===== src/rtl/sd_cmd_shift_pkg.sv =====
// ---------------------------------------------------------------------------
// sd_cmd_shift_pkg
// Shared definitions for the SD command-line datapath: the command FSM state
// codes, SD frame lengths and the CRC7 generator polynomial.
// ---------------------------------------------------------------------------
package sd_cmd_shift_pkg;

    // State codes shared with sd_cmd_fsm
    typedef enum logic [2:0] {
        CMD_STATE_STOP         = 3'd0,
        CMD_STATE_WAIT_SEND    = 3'd1,
        CMD_STATE_SEND         = 3'd2,
        CMD_STATE_WAIT_RECEIVE = 3'd3,
        CMD_STATE_RECEIVE      = 3'd4
    } cmd_state_e;

    localparam int CMD_FRAME_BITS  = 48;   // start .. end bit of a command
    localparam int RESP_SHORT_BITS = 47;   // short response after the start bit
    localparam int RESP_LONG_BITS  = 136;  // R2 receive window
    localparam logic [6:0] CRC7_POLY = 7'h09;  // x^7 + x^3 + 1

endpackage


===== src/rtl/sd_crc7.sv =====
// ---------------------------------------------------------------------------
// sd_crc7
// Serial CRC7 (x^7+x^3+1), MSB first, initial value 0.
//   clk     : clock, rising edge
//   rst_n   : asynchronous active-low reset
//   clear   : synchronous clear to 0 (wins over enable)
//   enable  : shift bit_in into the CRC this cycle
//   bit_in  : serial data bit
//   crc     : current remainder
// ---------------------------------------------------------------------------
module sd_crc7
    import sd_cmd_shift_pkg::*;
(
    input  logic       clk,
    input  logic       rst_n,
    input  logic       clear,
    input  logic       enable,
    input  logic       bit_in,
    output logic [6:0] crc
);

    logic feedback;

    assign feedback = bit_in ^ crc[6];

    // NOTE: sequential state uses non-blocking assignments so every flop
    // samples the pre-edge values regardless of statement order.
    always_ff @(posedge clk or negedge rst_n) begin
        if (!rst_n) begin
            crc <= 7'h00;
        end else if (clear) begin
            crc <= 7'h00;
        end else if (enable) begin
            crc <= {crc[5:0], 1'b0} ^ (feedback ? CRC7_POLY : 7'h00);
        end
    end

endmodule


===== src/rtl/sd_cmd_shift.sv =====
// ---------------------------------------------------------------------------
// sd_cmd_shift
// Bit-level datapath of the SD CMD line. Latches a command, serialises the
// 48-bit frame with its CRC7, captures 48-bit or 136-bit responses and checks
// their CRC and framing. Bit position comes from the command FSM counters.
//   in_sd_clk          : SD clock, rising edge
//   hrst_n             : asynchronous active-low reset
//   in_soft_reset      : synchronous active-low reset
//   in_command_ready   : load strobe (honoured in STOP only)
//   in_command_index   : command index
//   in_argument        : command argument
//   in_longresponse    : 1 = 136-bit R2 response expected
//   current_state      : command FSM state
//   has_send_bit       : FSM send counter 0..47
//   has_receive_bit    : FSM receive counter
//   in_sd_cmd          : synchronised CMD line
//   out_sd_cmd         : CMD drive value (1 when idle)
//   out_sd_cmd_oe      : CMD output enable
//   out_response       : captured response payload
//   out_resp_valid     : one-cycle completion pulse
//   out_resp_crc_err   : CRC7 mismatch on last response
//   out_resp_frame_err : bad transmission or end bit on last response
// ---------------------------------------------------------------------------
module sd_cmd_shift
    import sd_cmd_shift_pkg::*;
(
    input  logic         in_sd_clk,
    input  logic         hrst_n,
    input  logic         in_soft_reset,
    input  logic         in_command_ready,
    input  logic [5:0]   in_command_index,
    input  logic [31:0]  in_argument,
    input  logic         in_longresponse,
    input  logic [2:0]   current_state,
    input  logic [5:0]   has_send_bit,
    input  logic [7:0]   has_receive_bit,
    input  logic         in_sd_cmd,
    output logic         out_sd_cmd,
    output logic         out_sd_cmd_oe,
    output logic [127:0] out_response,
    output logic         out_resp_valid,
    output logic         out_resp_crc_err,
    output logic         out_resp_frame_err
);

    localparam logic [5:0] TX_CRC_FIRST  = 6'(CMD_FRAME_BITS - 8);   // 40
    localparam logic [5:0] TX_END_BIT    = 6'(CMD_FRAME_BITS - 1);   // 47
    localparam logic [7:0] RX_SHORT_LAST = 8'(RESP_SHORT_BITS - 1);  // 46
    localparam logic [7:0] RX_LONG_LAST  = 8'(RESP_LONG_BITS - 1);   // 135
    localparam logic [7:0] RX_LONG_END   = RX_LONG_LAST - 8'd1;      // 134

    cmd_state_e state;
    assign state = cmd_state_e'(current_state);

    logic [39:0]  cmd_frame;
    logic         long_resp;
    logic [126:0] rx_shift;
    logic [6:0]   rx_crc_seen;
    logic         rx_frame_bad;
    logic [6:0]   tx_crc;
    logic [6:0]   rx_crc;

    // ---------------- control decode ----------------
    logic       load;
    logic       tx_feed;
    logic [5:0] tx_idx;
    logic [2:0] tx_crc_idx;
    logic       rx_active;
    logic       rx_clear;
    logic       rx_payload_en;
    logic       rx_crc_en;
    logic       rx_crc_field;
    logic       rx_trans_pos;
    logic       rx_end_pos;
    logic       rx_done;

    assign load       = (state == CMD_STATE_STOP) && in_command_ready;
    assign tx_feed    = (state == CMD_STATE_SEND) && (has_send_bit < TX_CRC_FIRST);
    assign tx_idx     = TX_CRC_FIRST - 6'd1 - has_send_bit;
    assign tx_crc_idx = 3'(TX_END_BIT - 6'd1 - has_send_bit);

    // The start bit arrives in WAIT_RECEIVE and is 0, so clearing the RX CRC
    // there is equivalent to having fed it.
    assign rx_clear  = (state == CMD_STATE_WAIT_RECEIVE);
    assign rx_active = (state == CMD_STATE_RECEIVE);

    assign rx_payload_en = rx_active && (long_resp
        ? (has_receive_bit >= 8'd7 && has_receive_bit <= 8'd133)
        : (has_receive_bit >= 8'd1 && has_receive_bit <= 8'd38));
    assign rx_crc_en = rx_active && (long_resp
        ? (has_receive_bit >= 8'd7 && has_receive_bit <= 8'd126)
        : (has_receive_bit <= 8'd38));
    assign rx_crc_field = rx_active && (long_resp
        ? (has_receive_bit >= 8'd127 && has_receive_bit <= 8'd133)
        : (has_receive_bit >= 8'd39 && has_receive_bit <= 8'd45));
    assign rx_trans_pos = rx_active && (has_receive_bit == 8'd0);
    assign rx_end_pos   = rx_active &&
        (has_receive_bit == (long_resp ? RX_LONG_END : RX_SHORT_LAST));
    assign rx_done      = rx_active &&
        (has_receive_bit == (long_resp ? RX_LONG_LAST : RX_SHORT_LAST));

    // ---------------- CRC engines ----------------
    sd_crc7 u_tx_crc (
        .clk    (in_sd_clk),
        .rst_n  (hrst_n),
        .clear  (load || !in_soft_reset),
        .enable (tx_feed),
        .bit_in (cmd_frame[tx_idx]),
        .crc    (tx_crc)
    );

    sd_crc7 u_rx_crc (
        .clk    (in_sd_clk),
        .rst_n  (hrst_n),
        .clear  (rx_clear || !in_soft_reset),
        .enable (rx_crc_en),
        .bit_in (in_sd_cmd),
        .crc    (rx_crc)
    );

    // ---------------- send path (combinational) ----------------
    // NOTE: every output of this always_comb gets a default first, so no
    // path through the block can leave a latch behind.
    always_comb begin
        out_sd_cmd    = 1'b1;
        out_sd_cmd_oe = 1'b0;
        if (state == CMD_STATE_SEND) begin
            out_sd_cmd_oe = 1'b1;
            if (has_send_bit < TX_CRC_FIRST) begin
                out_sd_cmd = cmd_frame[tx_idx];
            end else if (has_send_bit < TX_END_BIT) begin
                out_sd_cmd = tx_crc[tx_crc_idx];
            end
        end
    end

    // ---------------- registers ----------------
    always_ff @(posedge in_sd_clk or negedge hrst_n) begin
        if (!hrst_n) begin
            cmd_frame          <= '0;
            long_resp          <= 1'b0;
            rx_shift           <= '0;
            rx_crc_seen        <= '0;
            rx_frame_bad       <= 1'b0;
            out_response       <= '0;
            out_resp_valid     <= 1'b0;
            out_resp_crc_err   <= 1'b0;
            out_resp_frame_err <= 1'b0;
        end else if (!in_soft_reset) begin
            cmd_frame          <= '0;
            long_resp          <= 1'b0;
            rx_shift           <= '0;
            rx_crc_seen        <= '0;
            rx_frame_bad       <= 1'b0;
            out_response       <= '0;
            out_resp_valid     <= 1'b0;
            out_resp_crc_err   <= 1'b0;
            out_resp_frame_err <= 1'b0;
        end else begin
            out_resp_valid <= 1'b0;

            if (load) begin
                cmd_frame <= {2'b01, in_command_index, in_argument};
                long_resp <= in_longresponse;
            end

            if (rx_clear) begin
                rx_shift     <= '0;
                rx_crc_seen  <= '0;
                rx_frame_bad <= 1'b0;
            end else begin
                if (rx_payload_en) begin
                    rx_shift <= {rx_shift[125:0], in_sd_cmd};
                end
                if (rx_crc_field) begin
                    rx_crc_seen <= {rx_crc_seen[5:0], in_sd_cmd};
                end
                if ((rx_trans_pos && in_sd_cmd) || (rx_end_pos && !in_sd_cmd)) begin
                    rx_frame_bad <= 1'b1;
                end
            end

            // For short frames the end bit is sampled on the completion edge
            // itself, so it is folded in directly rather than via rx_frame_bad.
            if (rx_done) begin
                out_response       <= long_resp ? {rx_shift, 1'b0}
                                                : {90'b0, rx_shift[37:0]};
                out_resp_crc_err   <= (rx_crc_seen != rx_crc);
                out_resp_frame_err <= rx_frame_bad || (rx_end_pos && !in_sd_cmd);
                out_resp_valid     <= 1'b1;
            end
        end
    end

endmodule


===== config.mk =====
export PLATFORM = sky130hd
export DESIGN_NAME = sd_cmd_shift
export DESIGN_NICKNAME = d
export VERILOG_FILES = /design/src/rtl/sd_cmd_shift_pkg.sv /design/src/rtl/sd_crc7.sv /design/src/rtl/sd_cmd_shift.sv
export SDC_FILE = /design/constraint.sdc
export NUM_CORES = 1
export LEC_CHECK = 0
export CAP_MARGIN = 30
export CELL_PAD_IN_SITES_DETAIL_PLACEMENT = 1
export CELL_PAD_IN_SITES_GLOBAL_PLACEMENT = 1
export CORE_MARGIN = 1.5
export CORE_UTILIZATION = 30
export CTS_CLUSTER_SIZE = 24
export DETAILED_ROUTE_END_ITERATION = 10
export PLACE_DENSITY_LB_ADDON = 0.25
export SLEW_MARGIN = 20
export SYNTH_ARGS = -nofsm -noshare
export SYNTH_HDL_FRONTEND = slang
export SYNTH_SLANG_ARGS = --single-unit

===== constraint.sdc =====
create_clock -name in_sd_clk -period 5.4 [get_ports in_sd_clk]
set_clock_uncertainty 0.15 [all_clocks]
set_input_delay 1.62 -clock in_sd_clk [delete_from_list [all_inputs] [get_ports in_sd_clk]]
set_output_delay 1.62 -clock in_sd_clk [all_outputs]
set_load 0.02 [all_outputs]

==> run_results.csv <==
group,metric,value,unit
floorplanning,dieArea,47200,um^2
placement,io_buffers,193,
detailed_routing,finalWirelength,35400,um
cts,insertion_delay,0.54,ns
floorplanning,rows,78,
global_routing,antenna_found_initial,1,
detailed_routing,postRouteAntennaNets,0,
pwr,peakVddDrop,0.000178,V
placement,dp.cells,1897,
yosys,synth_edf_count,0,
global_routing,grt_max_degree,100,
floorplanning,die_y,217,um
worst_setup_path,cp_max_fo,13,
floorplanning,core,45300,um^2
sta,holdWs,0.347,ns
global_routing,grt_usage,0.154,
layout,syn2layout_area_growth,29.0,%
detailed_routing,dr.first_iter.drc_count,437,
yosys,synth-seq-cells,320,
detailed_routing,wire_per_inst,18.0,um
sta,relSlewSlack,0.475,
sta,fmax,188,MHz
cts,post-cts-setup-buffer-count,0,
yosys,yosysTopAreaCellShare,0.582,
floorplanning,io_pins,194,
worst_setup_path,arrival,3.54,ns
worst_setup_path,cp_top_family,"buffers and inverters",
floorplanning,start_util,0.304,
layout,final_common_cell,"dfrtp_1",
status,status,"complete, no violations",
run,drv_cap,0,
layout,nNetsFinal,1401,
layout,finalNonFillerCells,1964,
global_routing,grt_pass1_wl,58100,um
detailed_routing,vias,9523,
cts,cts_made_buffers,39,
global_routing,grt_pass1_vias,10300,
layout,layout_common_cells,"319 x dfrtp_1, 194 x mux2i_1, 188 x clkdlybuf4s50_1",
placement,place_congestion,0.793,
placement,dp_hpwl,22300,um
worst_setup_path,startpoint_type,"input port",
worst_setup_path,critical_path_class,"input port to output port",
sta,fin_crit,5.31,ns
yosys,yosys_warnings,0,
yosys,ys.flop_type,"dfrtp_1",
detailed_routing,routed_via_density,4.85,
yosys,syn_area_per_cell,11.9,um^2
worst_setup_path,cp-end-kind,"output port",
floorplanning,die_w,217,um
yosys,ys_types,44,
worst_setup_path,worstPathCellList,"clkdlybuf4s50_1 -> buf_12 -> mux2i_1 -> a22oi_1 -> a311o_1 -> a31oi_1 -> a21oi_1 -> clkdlybuf4s15_2",
cts,ctsHoldBuffers,0,
layout,drive_gt1_frac,0.0858,
sta,maxSlewViolCount,0,
yosys,syn_nets,1220,
cts,cts_max_path_buffers,3,
pwr,p_per_area,302,nW/um^2
sta,rsz0062_at_grt,"no",
sta,worst_pin_slew,0.787,ns
yosys,yosysSeqAreaShare,0.582,
worst_hold_path,hold_class,"flip-flop to flip-flop",
detailed_routing,route.detailed.drc,0,
yosys,synth_top_area_cell,"dfrtp_1",
yosys,syn-cell-area,13800,um^2
worst_setup_path,timing.critical_path.buf_inv,3,
sta,hold_viol_final,0,
sta,finalCritPeriodShare,0.984,
cts,clk_transition_reported_paths,0.06,ns
cts,htreeDepth,2,
yosys,yosys-top-cells-area,"dfrtp_1 58%, mux2i_1 14%, a22o_1 5.7%",
cts,cts_tree,"done",
sta,setup_viol_count_final,0,
detailed_routing,first_pass_iters,4,
yosys,synth-async-reset-ratio,1.00,
cts,cts_sinks,320,
global_routing,overflow,0,
cts,cts_root_buf,"clkbuf_16",
worst_setup_path,crit_required,3.63,ns
worst_setup_path,max_stage_delay,0.51,ns
layout,antennaDiodeCount,0,
pwr,leakage,0.00897,uW
worst_setup_path,cp_slowest_cell,"clkdlybuf4s50_1",
yosys,synth_cells,1157,
worst reg2reg max path, cell delays in order, from the launching register on:
cell     delay (ns)
dfrtp_2        0.43
buf_4          0.59
a31oi_1        0.29
nor2_4         0.18
buf_4          0.61
nand2_1        0.21
o211a_1        0.17
power by group:
group	switching, uW	total (uW)	leakage (uW)	internal [uW]
Sequential	5.27	2410	0.00447	2410
Clock	1010	2710	0.000639	1700
Combinational	156	250	0.00387	93.7
Total	1170	5370	0.00897	4200
state kept, by name, indices dropped and copies added (netlist names):
signal / count
u_rx_crc.crc: 7
rx_shift: 127
out_response: 128
out_resp_valid: 1
rx_crc_seen: 7
u_tx_crc.crc: 7
rx_frame_bad: 1
cmd_frame: 39
out_resp_crc_err: 1
long_resp: 1
out_resp_frame_err: 1
metrics by stage:
stage	setup slack, ns	util	instance area [um^2]	power, uW	setup TNS, ns
2_1_floorplan	0.325	-	13800	2560	0
3_3_place_gp	-0.436	0.363	16400	2710	-0.436
3_5_place_dp	-0.447	0.363	16400	2710	-0.447
4_1_cts	0.0598	0.392	17800	5480	0
5_1_grt	0.00143	0.392	17800	5590	0
6_report	0.0886	0.392	17800	5370	0
cells in the mapped netlist, types with 6 or more instances:
cell type  number
a21boi_0       41
a21oi_1         8
a22o_1         90
buf_2          16
buf_4           9
clkbuf_1       57
dfrtp_1       320
mux2i_1       194
mux4_2          8
nand2_1       137
nand3_1        11
nand3b_1        6
nor2_1        147
o211a_1        39
o21ai_0         6
xor2_1         10
routing by layer:
| layer | GRT usage | up-vias | wire length (um) |
|---|---|---|---|
| met5 | 0 | - | 0 |
| met4 | 0.0498 | 0 | 717 |
| met3 | 0.0295 | 44 | 1330 |
| met2 | 0.251 | 141 | 16900 |
| met1 | 0.205 | 4908 | 16500 |
| li1 | - | 4430 | - |
cell families (layout without fill, tap and decap cells):
group,Yosys count,in the layout,share of synthesized area
buffers and inverters,94,301,0.0334
muxes,202,202,0.154
xor gates and xnor gates,11,11,0.00800
AOI/OAI and AO/OA,200,200,0.123
adders and majority gates,2,2,0.00182
DFF,320,320,0.582
and+or+nand+nor,328,328,0.0982
path summary, 6_finish.rpt:
check,end,cells after the start,slack (ns),start
min in group asynchronous,out_response[83],1,0.93,hrst_n
worst min register to register,out_response[127],1,0.35,rx_shift[126]
worst max-delay path,out_sd_cmd,8,0.09,has_send_bit[2]
worst min-delay path,out_response[127],1,0.35,rx_shift[126]
max in group asynchronous,rx_shift[14],2,3.12,hrst_n
worst max register to register,out_response[26],6,2.66,long_resp
repair_timing:
item	in CTS	in global routing
gates cloned	0	0
gates resized for setup	8	2
setup endpoints to repair	1	1
layout make-up:
cell class                      instances  area [um^2]
Fill cell                            4895        27500
Sequential cell                       320         8010
Multi-Input combinational cell        743         5350
Timing Repair Buffer                  229         2320
Clock buffer                           57         1100
Tap cell                              600          751
Clock inverter                         10          204
Inverter                                5         18.8
(Power assumes the default switching activity.)
==> RTL edit 1 (same flow settings) <==
Make the reset (`hrst_n` and `rst_n`) synchronous in 2 clocked blocks. Comments in the files are not updated.
--- a/src/rtl/sd_crc7.sv
+++ b/src/rtl/sd_crc7.sv
@@ -27,3 +27,3 @@
     // samples the pre-edge values regardless of statement order.
-    always_ff @(posedge clk or negedge rst_n) begin
+    always_ff @(posedge clk) begin
         if (!rst_n) begin
--- a/src/rtl/sd_cmd_shift.sv
+++ b/src/rtl/sd_cmd_shift.sv
@@ -137,3 +137,3 @@
     // ---------------- registers ----------------
-    always_ff @(posedge in_sd_clk or negedge hrst_n) begin
+    always_ff @(posedge in_sd_clk) begin
         if (!hrst_n) begin
Behaviour: differs if hrst_n is asserted again (counterexample within 4 cycles, from zero or initial values and one cycle with hrst_n low); with hrst_n held inactive, the same outputs for 4 cycles.
==> RTL edit 1 against the unedited design <==
- final area shrank 11%
- largest cell class unchanged
- critical path type unchanged
- routed wire length fell by 5.8%
- sequential share of layout area fell by 4.6 points
- sequential power fell by 2%
- setup slack got worse by 0.020 ns
- worst hold slack lost 0.041 ns
- sequential cell count did not move
- power is 5.0% lower
- count of clock-buffer cells in the layout did not move
- synthesized area shrank 13%
==> RTL edit 1: results (changes against the unedited design) <==
** Placement
- The number of placed instances with taps included is 1,944 (+2.5%).
- The worst setup slack before clock tree synthesis is -0.807 ns (-0.359 ns).
- The global placement routability congestion came to 0.813 (+2.6%).
- IO Port Bufs :: 193 (unchanged)
- The placed cell area was 14,500 um^2 (-12%).
- The placed wire-length estimate after detailed placement came to 21.2 mm (-4.9%).

** GRT
- The total grt overflow is 0 (unchanged).
- Number of antenna violations at the first check in global routing :: 1 (unchanged)
- Wire length of the first global-routing pass :: 54.3 mm (-6.5%)
- Total routing usage reported by global routing :: 16.2% (+0.86 points)
- Vias in the first global route :: 10,045 (-2.8%)
- Maximum number of pins on one net before global-route repair :: 81 (-19%)

** Yosys
- Portion of the post-synthesis area used by sequential elements :: 53.4% (-4.8 points)
- Commonest cells post-synth :: 324 x nand2_1, 320 x dfxtp_1, 151 x a21oi_1
- Synth area leaders :: dfxtp_1 53%, nand2_1 10%, a22o_1 6.6%
- The number of standard cells after synthesis was 1,295 (+12%).
- Syn nets :: 1,358 (+11%)
- Distinct cells, synth :: 49 (+11%)
- Total number of yosys warnings :: 0 (unchanged)

** Worst setup path
- Arrival time at the worst endpoint :: 3.56 ns (+0.02 ns)
- The critical-path maximum fanout was 13 (unchanged).
- In this design, the stage delay of the slowest critical-path cell is 0.52 ns.
- The number of cell instances on the worst register-to-register path came to 7 (+1).
- The slowest stage of the critical path belongs to the cell clkdlybuf4s50_1.

** Pwr
- Clock Power Share :: 49.7% (-0.7 points)
- Max IR drop VDD :: 0.203 mV (+14%)
- The power share of the sequential group is 46.4% (+1.5 points).
- The leakage power total came to 5.09 nW (-43%).
- The switching power summed over all nets is 1.12 mW (-4.1%).

** Drt
- Number of design-rule violations left by the first detailed-router iteration :: 398 (-8.9%)
- Routed len/inst :: 16.5 um (-8.3%)
- Average vias per placed instance :: 4.86 (+0.23%)

** Finish
- The final-layout clock-cell area share came to 7.80% (+0.44 points).
- The sequential fraction of total cell area is 40.5% (-4.6 points).
- The proportion of final cell area spent on non-clock buffers was 14.4% (+1.4 points).
- ANT cells :: 1 (+1)
- Post-Layout Cell Count :: 2,017 (+2.7%)
- Seq Cell Count :: 320 (unchanged)
- Multi-input combinational cell count :: 871 (+17%)
- The fraction of final layout cells sized beyond drive strength 1 was 12.1% (+3.6 points).
- The layout net count is 1,529 (+9.1%).
- The fraction of area in multi-input gates was 33.0% (+2.9 points).
- The final core utilization came to 39.9% (+0.69 points).

** Run status
- The flow ran to the end, and the final reports show no timing, DRC or antenna violations.

** CTS
- The maximum count of clock buffers along a single path came to 3 (unchanged).
- Post-CTS setup buffer count :: 6 (+6)

** Die
- The die width is 203 um (-6.5%).

** STA
- The pin slew with the least headroom to its limit was 0.869 ns (+0.0819 ns).

** Min path
- The worst hold path cell count is 2 (+1).
## RTL edit 1: critical path: cells and delay by family
kind,cells,cell delay [ns]
multiplexers,2,0.54
buffers and inverters,3,0.86
AO/OA/AOI/OAI,3,0.53
## RTL edit 1: routing by layer
layer  global-route usage [%]  routed length [um]
met4                     5.48                 704
met5                        0                   0
met3                     3.32                1490
met2                     26.6               15500
met1                     21.3               15700
## RTL edit 1: worst paths after layout
check	startpoint	end	slack, ns
max	has_send_bit[2]	out_sd_cmd	0.07
min	cmd_frame[6]	cmd_frame[6]	0.31
max reg2reg	long_resp	out_response[38]	2.67
min reg2reg	cmd_frame[6]	cmd_frame[6]	0.31
## RTL edit 1: logic make-up after synthesis
| family | share of synthesized area (%) |
|---|---|
| flip-flops | 53.4 |
| buffers and inverters | 4.00 |
| adder cells (fa/ha/maj) | 0.208 |
| AND/OR/NAND/NOR | 15.7 |
| AO/OA/AOI/OAI | 19.1 |
| XOR/XNOR | 1.02 |
| multiplexers | 6.63 |
==> RTL edit 2 (same flow settings) <==
Without the edit above. Register the output `out_resp_frame_err` once more, cleared by the reset; this adds one clock of latency there. The other outputs are not delayed to match.
--- a/src/rtl/sd_cmd_shift.sv
+++ b/src/rtl/sd_cmd_shift.sv
@@ -51,2 +51,4 @@
 
+    logic out_resp_frame_err_s0;
+
     cmd_state_e state;
@@ -147,3 +149,3 @@
             out_resp_crc_err   <= 1'b0;
-            out_resp_frame_err <= 1'b0;
+            out_resp_frame_err_s0 <= 1'b0;
         end else if (!in_soft_reset) begin
@@ -157,3 +159,3 @@
             out_resp_crc_err   <= 1'b0;
-            out_resp_frame_err <= 1'b0;
+            out_resp_frame_err_s0 <= 1'b0;
         end else begin
@@ -188,3 +190,3 @@
                 out_resp_crc_err   <= (rx_crc_seen != rx_crc);
-                out_resp_frame_err <= rx_frame_bad || (rx_end_pos && !in_sd_cmd);
+                out_resp_frame_err_s0 <= rx_frame_bad || (rx_end_pos && !in_sd_cmd);
                 out_resp_valid     <= 1'b1;
@@ -194,2 +196,10 @@
 
+    always_ff @(posedge in_sd_clk or negedge hrst_n) begin
+        if (!hrst_n) begin
+            out_resp_frame_err <= '0;
+        end else begin
+            out_resp_frame_err <= out_resp_frame_err_s0;
+        end
+    end
+
 endmodule
Check against the original RTL: not equivalent (Yosys sat finds a counterexample within 4 cycles, from zero or initial values and one cycle with hrst_n low).
==> RTL edit 2 against the unedited design <==
- setup slack better by 0.054 ns
- sequential share of layout area about the same
- synthesized area up 0.18%
- power down 1.9%
- final area up 0.37%
- sequential cell count up 1
- routed wire length down 1.1%
- largest power group unchanged
- highest routed layer unchanged
==> RTL edit 2: results (changes against the unedited design) <==
** Worst setup path
- The stage delay of the slowest cell on the critical path was 0.48 ns (-0.03 ns).
- The critical-path maximum fanout was 8 (-5).
- Arrival time at the worst endpoint :: 3.49 ns (-0.05 ns)
- The setup slack on the worst flop-to-flop path is 2.53 ns (-0.13 ns).
- The endpoint identified for the worst register-to-register timing path is out_resp_crc_err.

** Finish
- The multi-input combinational cell area was 5360 um^2 (+0.12%).
- Relative to the synthesized area, the layout overhead comes to 29.2%.
- Number of nets in the final layout :: 1,404 (+0.21%)
- Number of signal-net buffers in the layout :: 231 (+0.87%)
- Relative area of clock buffers and inverters in the final design :: 7.22% (-0.15 points)
- The fraction of area in multi-input gates came to 30.1% (-0.077 points).
- Post-Layout Cell Count :: 1,969 (+0.25%)
- Non-Clock Buffer Area Fraction :: 13.3% (+0.27 points)
- Fraction of final layout cells with drive strength greater than 1 :: 8.98% (+0.41 points)
- Post-Route Utilization :: 39.3% (+0.062 points)
- The clock buffer count in the final layout was 62 (+8.8%).
- Seq Cell Count :: 321 (+0.31%)

** Yosys
- Portion of the post-synthesis area used by sequential elements :: 58.3% (+0.076 points)
- The mean instance size in the synthesized netlist is 11.9 um^2 (about the same).
- Parity-gate share of the synthesized area counting xor and xnor cells :: 0.798% (-0.0015 points)
- Syn nets :: 1,221 (+0.082%)
- After synthesis, the cell types taking the most area are dfrtp_1 58%, mux2i_1 14%, a22o_1 5.7%.
- Commonest cells post-synth :: 321 x dfrtp_1, 194 x mux2i_1, 147 x nor2_1
- The adder and majority gate portion of the synthesized area was 0.181% (-0.00033 points).
- Share of the synthesized area in compound gates (AO/OA/AOI/OAI) :: 12.2% (-0.022 points)
- Multiplexer fraction of the synthesized cell area :: 15.4% (-0.028 points)

** Pwr
- The highest ir drop seen on vdd came to 0.187 mV (+4.6%).
- Leakage power :: 9.02 nW (+0.51%)
- The switching share of power was 22.4% (+0.56 points).

** Placement
- The placed wire-length estimate after detailed placement is 22.4 mm (+0.18%).
- The worst setup slack before clock tree synthesis came to -0.439 ns (+0.00858 ns).
- The placed cell area was 16,500 um^2 (+0.23%).
- The global placement routability congestion is 0.810 (+2.2%).

** GRT
- The overall global routing resource usage was 15.0% (-0.37 points).
- Vias in the first global route :: 10,151 (-1.8%)

** Drt
- The number of design-rule violations left by the first detailed-router iteration is 326 (-25%).
- Average vias per placed instance :: 4.81 (-0.74%)
- Total wire length after detailed routing :: 35.0 mm (-1.1%)

** Run status
- The flow ran to the end, and the final reports show no timing, DRC or antenna violations.

** STA
- The final worst hold slack was 0.239 ns (-0.109 ns).
- Number of setup violations in the final report :: 0 (unchanged)
- The pin slew with the least headroom to its limit was 0.816 ns (+0.0291 ns).

** Min path
- In this run the most critical hold path is launched from out_resp_frame_err_s0.
- The worst hold path cell count came to 0 (-1).
-- RTL edit 2: cell count changes in the layout (fill, tap and decap cells not counted), sizes merged --
cell	before	now
bufinv	6	1
clkbuf	58	63
buf	38	40
clkinv	3	5
dlymetal6s2s	0	2
clkdlybuf4s15	1	0
dfrtp	320	321
dlygate4sd2	1	0
-- RTL edit 2: power groups by stage --
stage               clock network (mW)  logic [mW]  registers, mW
floorplan                            0       0.108           2.46
global placement                     0       0.254           2.46
detailed placement                   0       0.259           2.46
CTS                               2.70       0.261           2.42
global route                      2.79       0.286           2.42
finish                            2.59       0.256           2.42
-- RTL edit 2: what timing repair did --
action                     CTS  global route
resized for setup            6             5
setup endpoints to repair    1             1
pin swaps                    1             2
cloned                       0             1
buffers inserted             0             2
-- RTL edit 2: worst max path at each step --
stage / start / endpoint / cells after the start
after CTS: has_send_bit[1] / out_sd_cmd / 8
after detailed placement: has_send_bit[1] / out_sd_cmd / 11
after global placement: has_send_bit[1] / out_sd_cmd / 11
final: has_send_bit[2] / out_sd_cmd / 8
after global routing: has_send_bit[2] / out_sd_cmd / 8
after floorplan: has_send_bit[1] / out_sd_cmd / 7
-- RTL edit 2: logic make-up (layout without fill, tap and decap cells) --
group	after synthesis	after routing
AO/OA/AOI/OAI	200	200
XOR/XNOR	11	11
flip-flops	321	321
multiplexers	202	202
AND/OR/NAND/NOR	328	328
buffers and inverters	94	305
adder cells (fa/ha/maj)	2	2
-- RTL edit 2: critical path: cells and delay by family --
kind,cells,cell delay (ns)
muxes,1,0.21
buffers and inverters,3,0.84
AOI/OAI and AO/OA,4,0.83
-- RTL edit 2: per-layer routing --
metal	up-vias	global-route usage [%]	wire length [um]
met5	-	0	0
met4	0	3.70	526
met3	47	3.61	1560
met2	129	24.3	16700
met1	4870	20.1	16300
li1	4431	-	-
